===== config.mk =====
export PLATFORM = sky130hd
export DESIGN_NAME = vex_meta_pipe
export DESIGN_NICKNAME = d
export VERILOG_FILES = /design/src/rtl/vex_meta_pipe.sv
export SDC_FILE = /design/constraint.sdc
export NUM_CORES = 1
export LEC_CHECK = 0
export BUFFER_PORTS_ARGS = -buffer_cell sky130_fd_sc_hd__buf_2
export CAP_MARGIN = 20
export CORE_MARGIN = 1
export CORE_UTILIZATION = 45
export CTS_CLUSTER_DIAMETER = 150
export DETAILED_ROUTE_END_ITERATION = 8
export GPL_TIMING_DRIVEN = 0
export PLACE_DENSITY = 0.7
export SLEW_MARGIN = 20
export SYNTH_ARGS = -nofsm -noshare
export SYNTH_HDL_FRONTEND = slang
export SYNTH_SLANG_ARGS = --single-unit

===== constraint.sdc =====
create_clock -name clk -period 2.7 [get_ports clk]
set_input_delay 0.27 -clock clk [delete_from_list [all_inputs] [get_ports clk]]
set_output_delay 0.27 -clock clk [all_outputs]
set_load 0.02 [all_outputs]

===== src/rtl/vex_meta_pipe.sv =====
// Elastic metadata pipeline for the vector EX stage: carries dst/ticket/group
// markers/lane enables through STAGES registers with backpressure, flush and forwarding taps.
module vex_meta_pipe #(
  parameter int VECTOR_REGISTERS   = 32,
  parameter int VECTOR_LANES       = 8,
  parameter int VECTOR_TICKET_BITS = 5,
  parameter int STAGES             = 4,
  parameter int FWD_POINT_A        = 1,
  parameter int FWD_POINT_B        = 3
) (
  input  logic                                clk,
  input  logic                                rst_n,
  input  logic                                valid_i,
  output logic                                ready_o,
  input  logic [$clog2(VECTOR_REGISTERS)-1:0] dst_i,
  input  logic [VECTOR_TICKET_BITS-1:0]       ticket_i,
  input  logic                                head_i,
  input  logic                                end_i,
  input  logic [VECTOR_LANES-1:0]             lanes_i,
  input  logic                                flush_i,
  output logic                                frw_a_valid_o,
  output logic [$clog2(VECTOR_REGISTERS)-1:0] frw_a_addr_o,
  output logic [VECTOR_TICKET_BITS-1:0]       frw_a_ticket_o,
  output logic [VECTOR_LANES-1:0]             frw_a_lanes_o,
  output logic                                frw_b_valid_o,
  output logic [$clog2(VECTOR_REGISTERS)-1:0] frw_b_addr_o,
  output logic [VECTOR_TICKET_BITS-1:0]       frw_b_ticket_o,
  output logic [VECTOR_LANES-1:0]             frw_b_lanes_o,
  output logic                                wr_valid_o,
  input  logic                                wr_ready_i,
  output logic [$clog2(VECTOR_REGISTERS)-1:0] wr_addr_o,
  output logic [VECTOR_TICKET_BITS-1:0]       wr_ticket_o,
  output logic                                wr_head_o,
  output logic                                wr_end_o,
  output logic [VECTOR_LANES-1:0]             wr_lanes_o,
  output logic [$clog2(STAGES+1)-1:0]         inflight_o,
  output logic                                seq_err_o,
  output logic                                idle_o
);

  localparam int AW = $clog2(VECTOR_REGISTERS);
  localparam int TW = VECTOR_TICKET_BITS;
  localparam int LW = VECTOR_LANES;
  localparam int IW = $clog2(STAGES + 1);
  localparam int MW = AW + TW + 2 + LW;

  if (STAGES < 1 || STAGES > 16) begin : g_bad_stages
    $fatal(1, "vex_meta_pipe: STAGES must be in 1..16");
  end
  if (FWD_POINT_A < 0 || FWD_POINT_A > STAGES) begin : g_bad_fwd_a
    $fatal(1, "vex_meta_pipe: FWD_POINT_A must be in 0..STAGES");
  end
  if (FWD_POINT_B < 0 || FWD_POINT_B > STAGES) begin : g_bad_fwd_b
    $fatal(1, "vex_meta_pipe: FWD_POINT_B must be in 0..STAGES");
  end

  logic [STAGES:1] v_q, v_d, en;
  logic [MW-1:0]   meta_q [1:STAGES];
  logic [MW-1:0]   meta_d [1:STAGES];
  logic [MW-1:0]   in_meta;
  logic            accept, depart;
  logic [IW-1:0]   inflight_q, inflight_d;
  logic            seq_err_q, seq_err_d;
  logic            open_q, open_d;

  // Meta word layout: {dst, ticket, head, end, lanes}
  assign in_meta = {dst_i, ticket_i, head_i, end_i, lanes_i};

  // A stage may advance if any stage at or after it is empty, or writeback drains.
  always_comb begin : p_enable
    logic hole;
    en   = '0;
    hole = 1'b0;
    for (int k = STAGES; k >= 1; k--) begin
      hole  = hole | ~v_q[k];
      en[k] = hole | wr_ready_i;
    end
  end

  assign ready_o    = en[1] & ~flush_i & rst_n;
  assign accept     = valid_i & ready_o;
  assign wr_valid_o = v_q[STAGES] & rst_n;
  assign depart     = wr_valid_o & wr_ready_i;
  assign {wr_addr_o, wr_ticket_o, wr_head_o, wr_end_o, wr_lanes_o} = meta_q[STAGES];

  always_comb begin
    v_d = v_q;
    for (int k = 1; k <= STAGES; k++) meta_d[k] = meta_q[k];
    if (en[1]) begin
      v_d[1]    = accept;
      meta_d[1] = in_meta;
    end
    for (int k = 2; k <= STAGES; k++) begin
      if (en[k]) begin
        v_d[k]    = v_q[k-1];
        meta_d[k] = meta_q[k-1];
      end
    end
    if (flush_i) v_d = '0;
  end

  always_comb begin
    inflight_d = inflight_q;
    if (flush_i) begin
      inflight_d = '0;
    end else begin
      case ({accept, depart})
        2'b10:   inflight_d = inflight_q + 1'b1;
        2'b01:   inflight_d = inflight_q - 1'b1;
        default: inflight_d = inflight_q;
      endcase
    end
  end

  // A head must arrive with the group closed; a non-head must arrive with it open.
  always_comb begin
    seq_err_d = seq_err_q;
    open_d    = open_q;
    if (accept) begin
      if (head_i == open_q) seq_err_d = 1'b1;
      if (end_i)            open_d    = 1'b0;
      else if (head_i)      open_d    = 1'b1;
    end
    if (flush_i) open_d = 1'b0;
  end

  always_ff @(posedge clk) begin
    if (!rst_n) begin
      v_q        <= '0;
      inflight_q <= '0;
      seq_err_q  <= 1'b0;
      open_q     <= 1'b0;
      for (int k = 1; k <= STAGES; k++) meta_q[k] <= '0;
    end else begin
      v_q        <= v_d;
      inflight_q <= inflight_d;
      seq_err_q  <= seq_err_d;
      open_q     <= open_d;
      for (int k = 1; k <= STAGES; k++) meta_q[k] <= meta_d[k];
    end
  end

  assign inflight_o = inflight_q;
  assign seq_err_o  = seq_err_q;
  assign idle_o     = ~valid_i & (inflight_q == '0);

  logic [1:0]    tap_v;
  logic [AW-1:0] tap_addr   [2];
  logic [TW-1:0] tap_ticket [2];
  logic [LW-1:0] tap_lanes  [2];

  for (genvar gi = 0; gi < 2; gi++) begin : g_tap
    localparam int P = (gi == 0) ? FWD_POINT_A : FWD_POINT_B;
    if (P == 0) begin : g_input
      assign tap_v[gi]      = accept;
      assign tap_addr[gi]   = dst_i;
      assign tap_ticket[gi] = ticket_i;
      assign tap_lanes[gi]  = lanes_i;
    end else if (P <= STAGES) begin : g_stage
      assign tap_v[gi]      = v_q[P] & ~flush_i & rst_n;
      assign tap_addr[gi]   = meta_q[P][MW-1 -: AW];
      assign tap_ticket[gi] = meta_q[P][MW-AW-1 -: TW];
      assign tap_lanes[gi]  = meta_q[P][LW-1:0];
    end
  end

  assign frw_a_valid_o  = tap_v[0];
  assign frw_a_addr_o   = tap_addr[0];
  assign frw_a_ticket_o = tap_ticket[0];
  assign frw_a_lanes_o  = tap_lanes[0];
  assign frw_b_valid_o  = tap_v[1];
  assign frw_b_addr_o   = tap_addr[1];
  assign frw_b_ticket_o = tap_ticket[1];
  assign frw_b_lanes_o  = tap_lanes[1];

endmodule


==> results.json, run 1 <==
{
  "cts_tree": "yes",
  "via_per_inst": 4.55,
  "clk_latency_ps": 350,
  "max_freq_ghz": 0.423,
  "synth-xor-area-share": 0.00683,
  "cts_resized": 0,
  "rows": 33,
  "finalSetupViolations": 0,
  "hp-class": "in2reg",
  "io_pins": 90,
  "drtIter0Drc": 109,
  "antenna_found_initial": 0,
  "ctsRootBufferMaster": "clkbuf_8",
  "wl_um": 7840,
  "drc": 0,
  "dr.pass1.iters": 4,
  "chipWidth_um": 94.5,
  "yosysMostFrequentCell": "nand2_1",
  "cts.sinks": 89,
  "synth.net_count": 480,
  "synth-compound-area-share": 0.131,
  "synth_top_family_by_area": "simple AND/OR/NAND/NOR gates",
  "fp.coreArea_mm2": 0.00826,
  "antenna_cells": 0,
  "clk_pin_slew_ps": 90,
  "synth-edff-count": 0,
  "routed.top_layer": "met4",
  "port_buffers": 89,
  "fin_nets": 580,
  "synth_cells": 453,
  "grt_max_degree": 16,
  "yosysTopAreaCellShare": 0.463,
  "yosysUniqueCellTypes": 32,
  "netlist_area_mm2": 0.00385,
  "async_flop_share": 0,
  "finalHoldViolCount": 0,
  "cp-start-kind": "register",
  "tns_ps": 0,
  "cts_setup_buffers": 0,
  "ctsHoldBuffers": 0,
  "critPathMaxFanout": 8,
  "grt_overflow": 0,
  "dp.cells": 647,
  "synth_top_area_cell": "dfxtp_1",
  "cts_max_level": 3,
  "synthSimpleGateAreaFrac": 0.196,
  "worst-setup-path-type": "reg2reg",
  "grt_util_all_layers": 0.184,
  "routed-wl-met3_um": 321,
  "finalPower_uw": 2430,
  "die_h_um": 94.5,
  "stdcell_count": 663,
  "required_ps": 2980,
  "drv_cap": 0,
  "hold_ws_ps": 157,
  "die-area_mm2": 0.00893,
  "initial_utilization": 0.466,
  "arrival_ps": 2640,
  "end_kind": "register",
  "ys_warn_count": 0,
  "synthAdderAreaFrac": 0.00845,
  "worst_slew_pin_slew_ps": 468,
  "p_leak_uw": 0.00204,
  "cts-buffers-inserted": 9,
  "hpwl_um": 5930,
  "wl_per_cell_um": 11.8,
  "status": "complete, no violations",
  "synthTopCellsByArea": "dfxtp_1 (46%), nand2_1 (16%), buf_4 (11%), a21boi_0 (9.6%), mux2i_1 (5.2%)",
  "maxSlewViolCount": 0,
  "ys_top_cells_by_count": "nand2_1 (163), dfxtp_1 (89), buf_4 (54)",
  "drive_above_1_share": 0.297,
  "routabilityCongestion": 0.816,
  "postRouteAntennaNets": 0,
  "vias": 3018,
  "synth_mux_area_frac": 0.0520,
  "grt_pass1_wl_um": 12900,
  "ff2ff_setup_slack_ps": 340,
  "drt-met1-wl_um": 3980,
  "dominantRegCellSynth": "dfxtp_1",
  "fill_cells": 805,
  "ys_seq_area_frac": 0.463,
  "cts_buffer_depth": 2,
  "syn_avg_cell_area_um2": 8.50,
  "finalCritPeriodShare": 0.875,
  "power.density_mw_per_mm2": 528,
  "synth-seq-cells": 89,
  "fin_util": 0.558,
  "slew_headroom": 0.688,
  "timing.final.crit_period_ps": 2360,
  "skew_ps": 12.8,
  "area_growth_pct": 19.6,
  "grt_pass1_vias": 2687,
  "vdd_drop_max_mv": 0.280,
  "rsz0062_at_grt": "false",
  "route.met2.wl_um": 3400
}
[placed cells by master (no fill, tap or decap), types with 4 or more instances in the layout]
master / Yosys / layout
buf_4: 54 / 54
a21oi_1: 4 / 4
nand2_1: 163 / 163
a21boi_1: 11 / 11
a21boi_0: 49 / 49
nor2_1: 9 / 9
dfxtp_1: 89 / 89
mux2i_1: 20 / 20
clkbuf_8: 0 / 10
clkbuf_1: 21 / 21
buf_6: 4 / 4
buf_2: 2 / 91
[report_power, final]
part	switching, uW	internal, uW
clock	468	362
sequential	31.6	1360
combinational	114	103
[worst max-delay path, stage by stage (launching register included)]
cell and delay (ps):
dfxtp_1 490, and4b_1 270, buf_6 120, a21oi_1 100
nand2_1 100, ha_1 180, inv_1 60, fa_1 380
xor2_1 150, or3_1 300, a21oi_1 140
[through the flow]
stage,area [um^2],setup slack [ps]
after detailed placement,4430,352
after floorplan,3850,485
after global placement,4430,389
after CTS,4600,354
final,4600,337
after global routing,4600,210
[metal layers]
layer | up-vias | global-route usage
met5 | - | 0
met4 | 0 | 0.0732
met3 | 14 | 0.0290
met2 | 74 | 0.277
met1 | 1339 | 0.263
li1 | 1591 | -
[state kept, by name (all words and copies together), names as in the netlist]
signal / cells
inflight_o: 3
meta_q: 80
v_q: 4
open_q: 1
seq_err_o: 1
[path summary, 6_finish.rpt]
check / start / endpoint / cells after the start
min: lanes_i[7] / meta_q[0][27]$_SDFFE_PN0N_ / 3
max: v_q[4]$_SDFFE_PP0P_ / inflight_o[2]$_SDFFE_PP0P_ / 10
min reg2reg: meta_q[0][53]$_SDFFE_PN0P_ / meta_q[0][73]$_SDFFE_PN0P_ / 2
max reg2reg: v_q[4]$_SDFFE_PP0P_ / inflight_o[2]$_SDFFE_PP0P_ / 10
[cell type report]
| type | count | area, um^2 | area share |
|---|---|---|---|
| Timing Repair Buffer | 89 | 445 | 0.0967 |
| Sequential cell | 89 | 1780 | 0.387 |
| Clock buffer | 10 | 138 | 0.0299 |
| Buffer | 81 | 539 | 0.117 |
| Inverter | 3 | 11.3 | 0.00245 |
| Clock inverter | 6 | 41.3 | 0.00897 |
| Multi-Input combinational cell | 280 | 1520 | 0.329 |
| Tap cell | 105 | 131 | 0.0285 |
[cells by family (layout without fill, tap and decap cells)]
logic type | count (synthesis) | count (layout)
and+or+nand+nor | 187 | 187
buffers and inverters | 84 | 189
xor gates and xnor gates | 3 | 3
AOI/OAI and AO/OA | 68 | 68
muxes | 20 | 20
adders and majority gates | 2 | 2
DFF | 89 | 89
Note: power is estimated with default switching activity, not from simulation.
==> inputs of run 2 (changes only) <==
--- a/config.mk
+++ b/config.mk
@@ -14,3 +14,3 @@
 export GPL_TIMING_DRIVEN = 0
-export PLACE_DENSITY = 0.7
+export PLACE_DENSITY = 0.72
 export SLEW_MARGIN = 20
==> constraint.sdc (replaced) <==
create_clock -name clk -period 2.1 [get_ports clk]
set_input_delay 0.42 -clock clk [delete_from_list [all_inputs] [get_ports clk]]
set_output_delay 0.42 -clock clk [all_outputs]
set_load 0.02 [all_outputs]
==> run 2 against run 1 <==
Net effect: fmax up 15%; clock power up 87%; global-route usage up 0.16 points; non-clock buffer count up 3; clock-buffer cell count unchanged; flip-flop and latch count unchanged; combinational power up 30%; clock skew down 1.6 ps; total power up 49%; largest cell class unchanged.
==> results.json, run 2 (synthesis gave the netlist of run 1 again) <==
{
  "status": "complete, no violations",
  "clk_latency_ps": 350,
  "end_kind": "register",
  "port_buffers": 89,
  "rows": 33,
  "hold_path_end": "meta_q[0][23]$_SDFFE_PN0N_",
  "cts_max_level": 3,
  "worst_slew_pin_slew_ps": 463,
  "critPathMaxFanout": 6,
  "clk_pin_slew_ps": 90,
  "power.density_mw_per_mm2": 761,
  "arrival_ps": 2340,
  "hold_ws_ps": 306,
  "hp-class": "in2reg",
  "mostFrequentLayoutCell": "nand2_1",
  "die_h_um": 94.5,
  "largest_reg_flops": 80,
  "drc": 0,
  "drtIter0Drc": 116,
  "initial_utilization": 0.466,
  "finalSetupViolations": 0,
  "layout_common_cells": "nand2_1 (163), buf_2 (91), dfxtp_1 (86)",
  "finalCritPeriodShare": 0.979,
  "cp_cell_sequence": "and4b_1 > buf_6 > a21oi_4 > nand2_1 > ha_2 > inv_2 > fa_2 > xor2_1 > or3_1 > a21oi_1",
  "maxSlewViolCount": 0,
  "dp_slack_ps": -360,
  "drive_above_1_share": 0.317,
  "grt_util_all_layers": 0.186,
  "fp.coreArea_mm2": 0.00826,
  "required_ps": 2380,
  "postLayoutSetupSlackWorst_ps": 44.4,
  "ctsRootBufferMaster": "clkbuf_8",
  "ff2ff_setup_slack_ps": 40,
  "grt_max_degree": 16,
  "grt_pass1_vias": 2779,
  "cts-buffers-inserted": 9,
  "stdcell_area_mm2": 0.00475,
  "fin_nets": 583,
  "hpwl_um": 6010,
  "p_leak_uw": 0.00210,
  "slew_headroom": 0.692,
  "max_freq_ghz": 0.486,
  "timing.final.crit_period_ps": 2060,
  "wl_um": 8060,
  "cts.sinks": 89,
  "via_per_inst": 4.52,
  "postRouteAntennaNets": 0,
  "antenna_found_initial": 0,
  "cts_tree": "yes",
  "cpMaxStageDelayCell": "dfxtp_4",
  "grt_overflow": 0,
  "chipWidth_um": 94.5,
  "fill_cells": 781,
  "holdPathStages": 3,
  "worst-setup-path-type": "reg2reg",
  "antenna_cells": 0,
  "vias": 3009,
  "routabilityCongestion": 0.807,
  "io_pins": 90,
  "cp-start-kind": "register",
  "dr.pass1.iters": 4,
  "finalHoldViolCount": 0,
  "fin_util": 0.575,
  "grt_pass1_wl_um": 12800,
  "reg2reg_depth": 10,
  "area_growth_pct": 23.3,
  "cts_buffer_depth": 2,
  "min_from": "lanes_i[3]",
  "dpl_cell_area_mm2": 0.00444,
  "skew_ps": 11.2,
  "r2r-end": "inflight_o[2]$_SDFFE_PP0P_",
  "wl_per_cell_um": 12.1,
  "rsz0062_at_grt": "true",
  "rr_startpoint": "v_q[4]$_SDFFE_PP0P_",
  "regMostFlops": "meta_q",
  "slowest_delay_ps": 360,
  "die-area_mm2": 0.00893,
  "drv_cap": 0,
  "vdd_drop_max_mv": 0.432
}
## run 2: cell types whose count changed in the layout (fill, tap and decap cells not counted), sizes merged
cell and delta:
bufinv +4, clkinvlp +1, buf +3, clkinv -5
## run 2: how the worst max path moves through the flow
stage                         from                          to  slack, ps
4_1_cts        v_q[4]$_SDFFE_PP0P_  inflight_o[2]$_SDFFE_PP0P_         10
5_1_grt        v_q[2]$_SDFFE_PP0P_  inflight_o[2]$_SDFFE_PP0P_        -10
2_1_floorplan           wr_ready_i  inflight_o[2]$_SDFFE_PP0P_          6
6_report       v_q[4]$_SDFFE_PP0P_  inflight_o[2]$_SDFFE_PP0P_         40
3_5_place_dp                 rst_n  inflight_o[2]$_SDFFE_PP0P_       -360
3_3_place_gp                 rst_n  inflight_o[2]$_SDFFE_PP0P_       -310
## run 2: worst max-delay path: cells and delay by family, from the launching register on
| kind | cells | cell delay (ps) |
|---|---|---|
| buffers and inverters | 2 | 170 |
| adder cells (fa/ha/maj) | 2 | 520 |
| AO/OA/AOI/OAI | 2 | 180 |
| AND/OR/NAND/NOR | 3 | 600 |
| flip-flops | 1 | 360 |
| XOR/XNOR | 1 | 150 |
## run 2: routing by layer
| layer | global-route usage | vias up | share of wire |
|---|---|---|---|
| met5 | 0 | - | 0 |
| met4 | 0.0732 | 0 | 0.011 |
| met3 | 0.0298 | 9 | 0.041 |
| met2 | 0.301 | 69 | 0.47 |
| met1 | 0.248 | 1332 | 0.48 |
| li1 | - | 1599 | - |
## run 2: final cells by class
cell class,instances,area (um^2),share of cell area
Inverter,3,11.3,0.00237
Multi-Input combinational cell,280,1530,0.323
Buffer,81,542,0.114
Sequential cell,89,1790,0.377
Clock inverter,6,136,0.0287
Clock buffer,10,138,0.0290
Tap cell,105,131,0.0277
Timing Repair Buffer,92,468,0.0986
## run 2: power by group
group          switching, uW  internal (uW)
registers               41.5           1740
clock network            602            947
logic                    149            134
## run 2: what timing repair did
| item | CTS | global route |
|---|---|---|
| setup endpoints to repair | 3 | 5 |
| buffers inserted | 2 | 1 |
| pin swaps | 0 | 2 |
| hold buffers | 0 | 0 |
| resized for setup | 4 | 4 |
## run 2: metrics by stage
stage                     TNS, ps  instances  total power [uW]
after floorplan                 0        453              2010
after global placement       -514        647              2100
after detailed placement     -571        647              2110
after CTS                       0        665              3640
after global routing        -9.74        666              3730
final                           0        666              3610
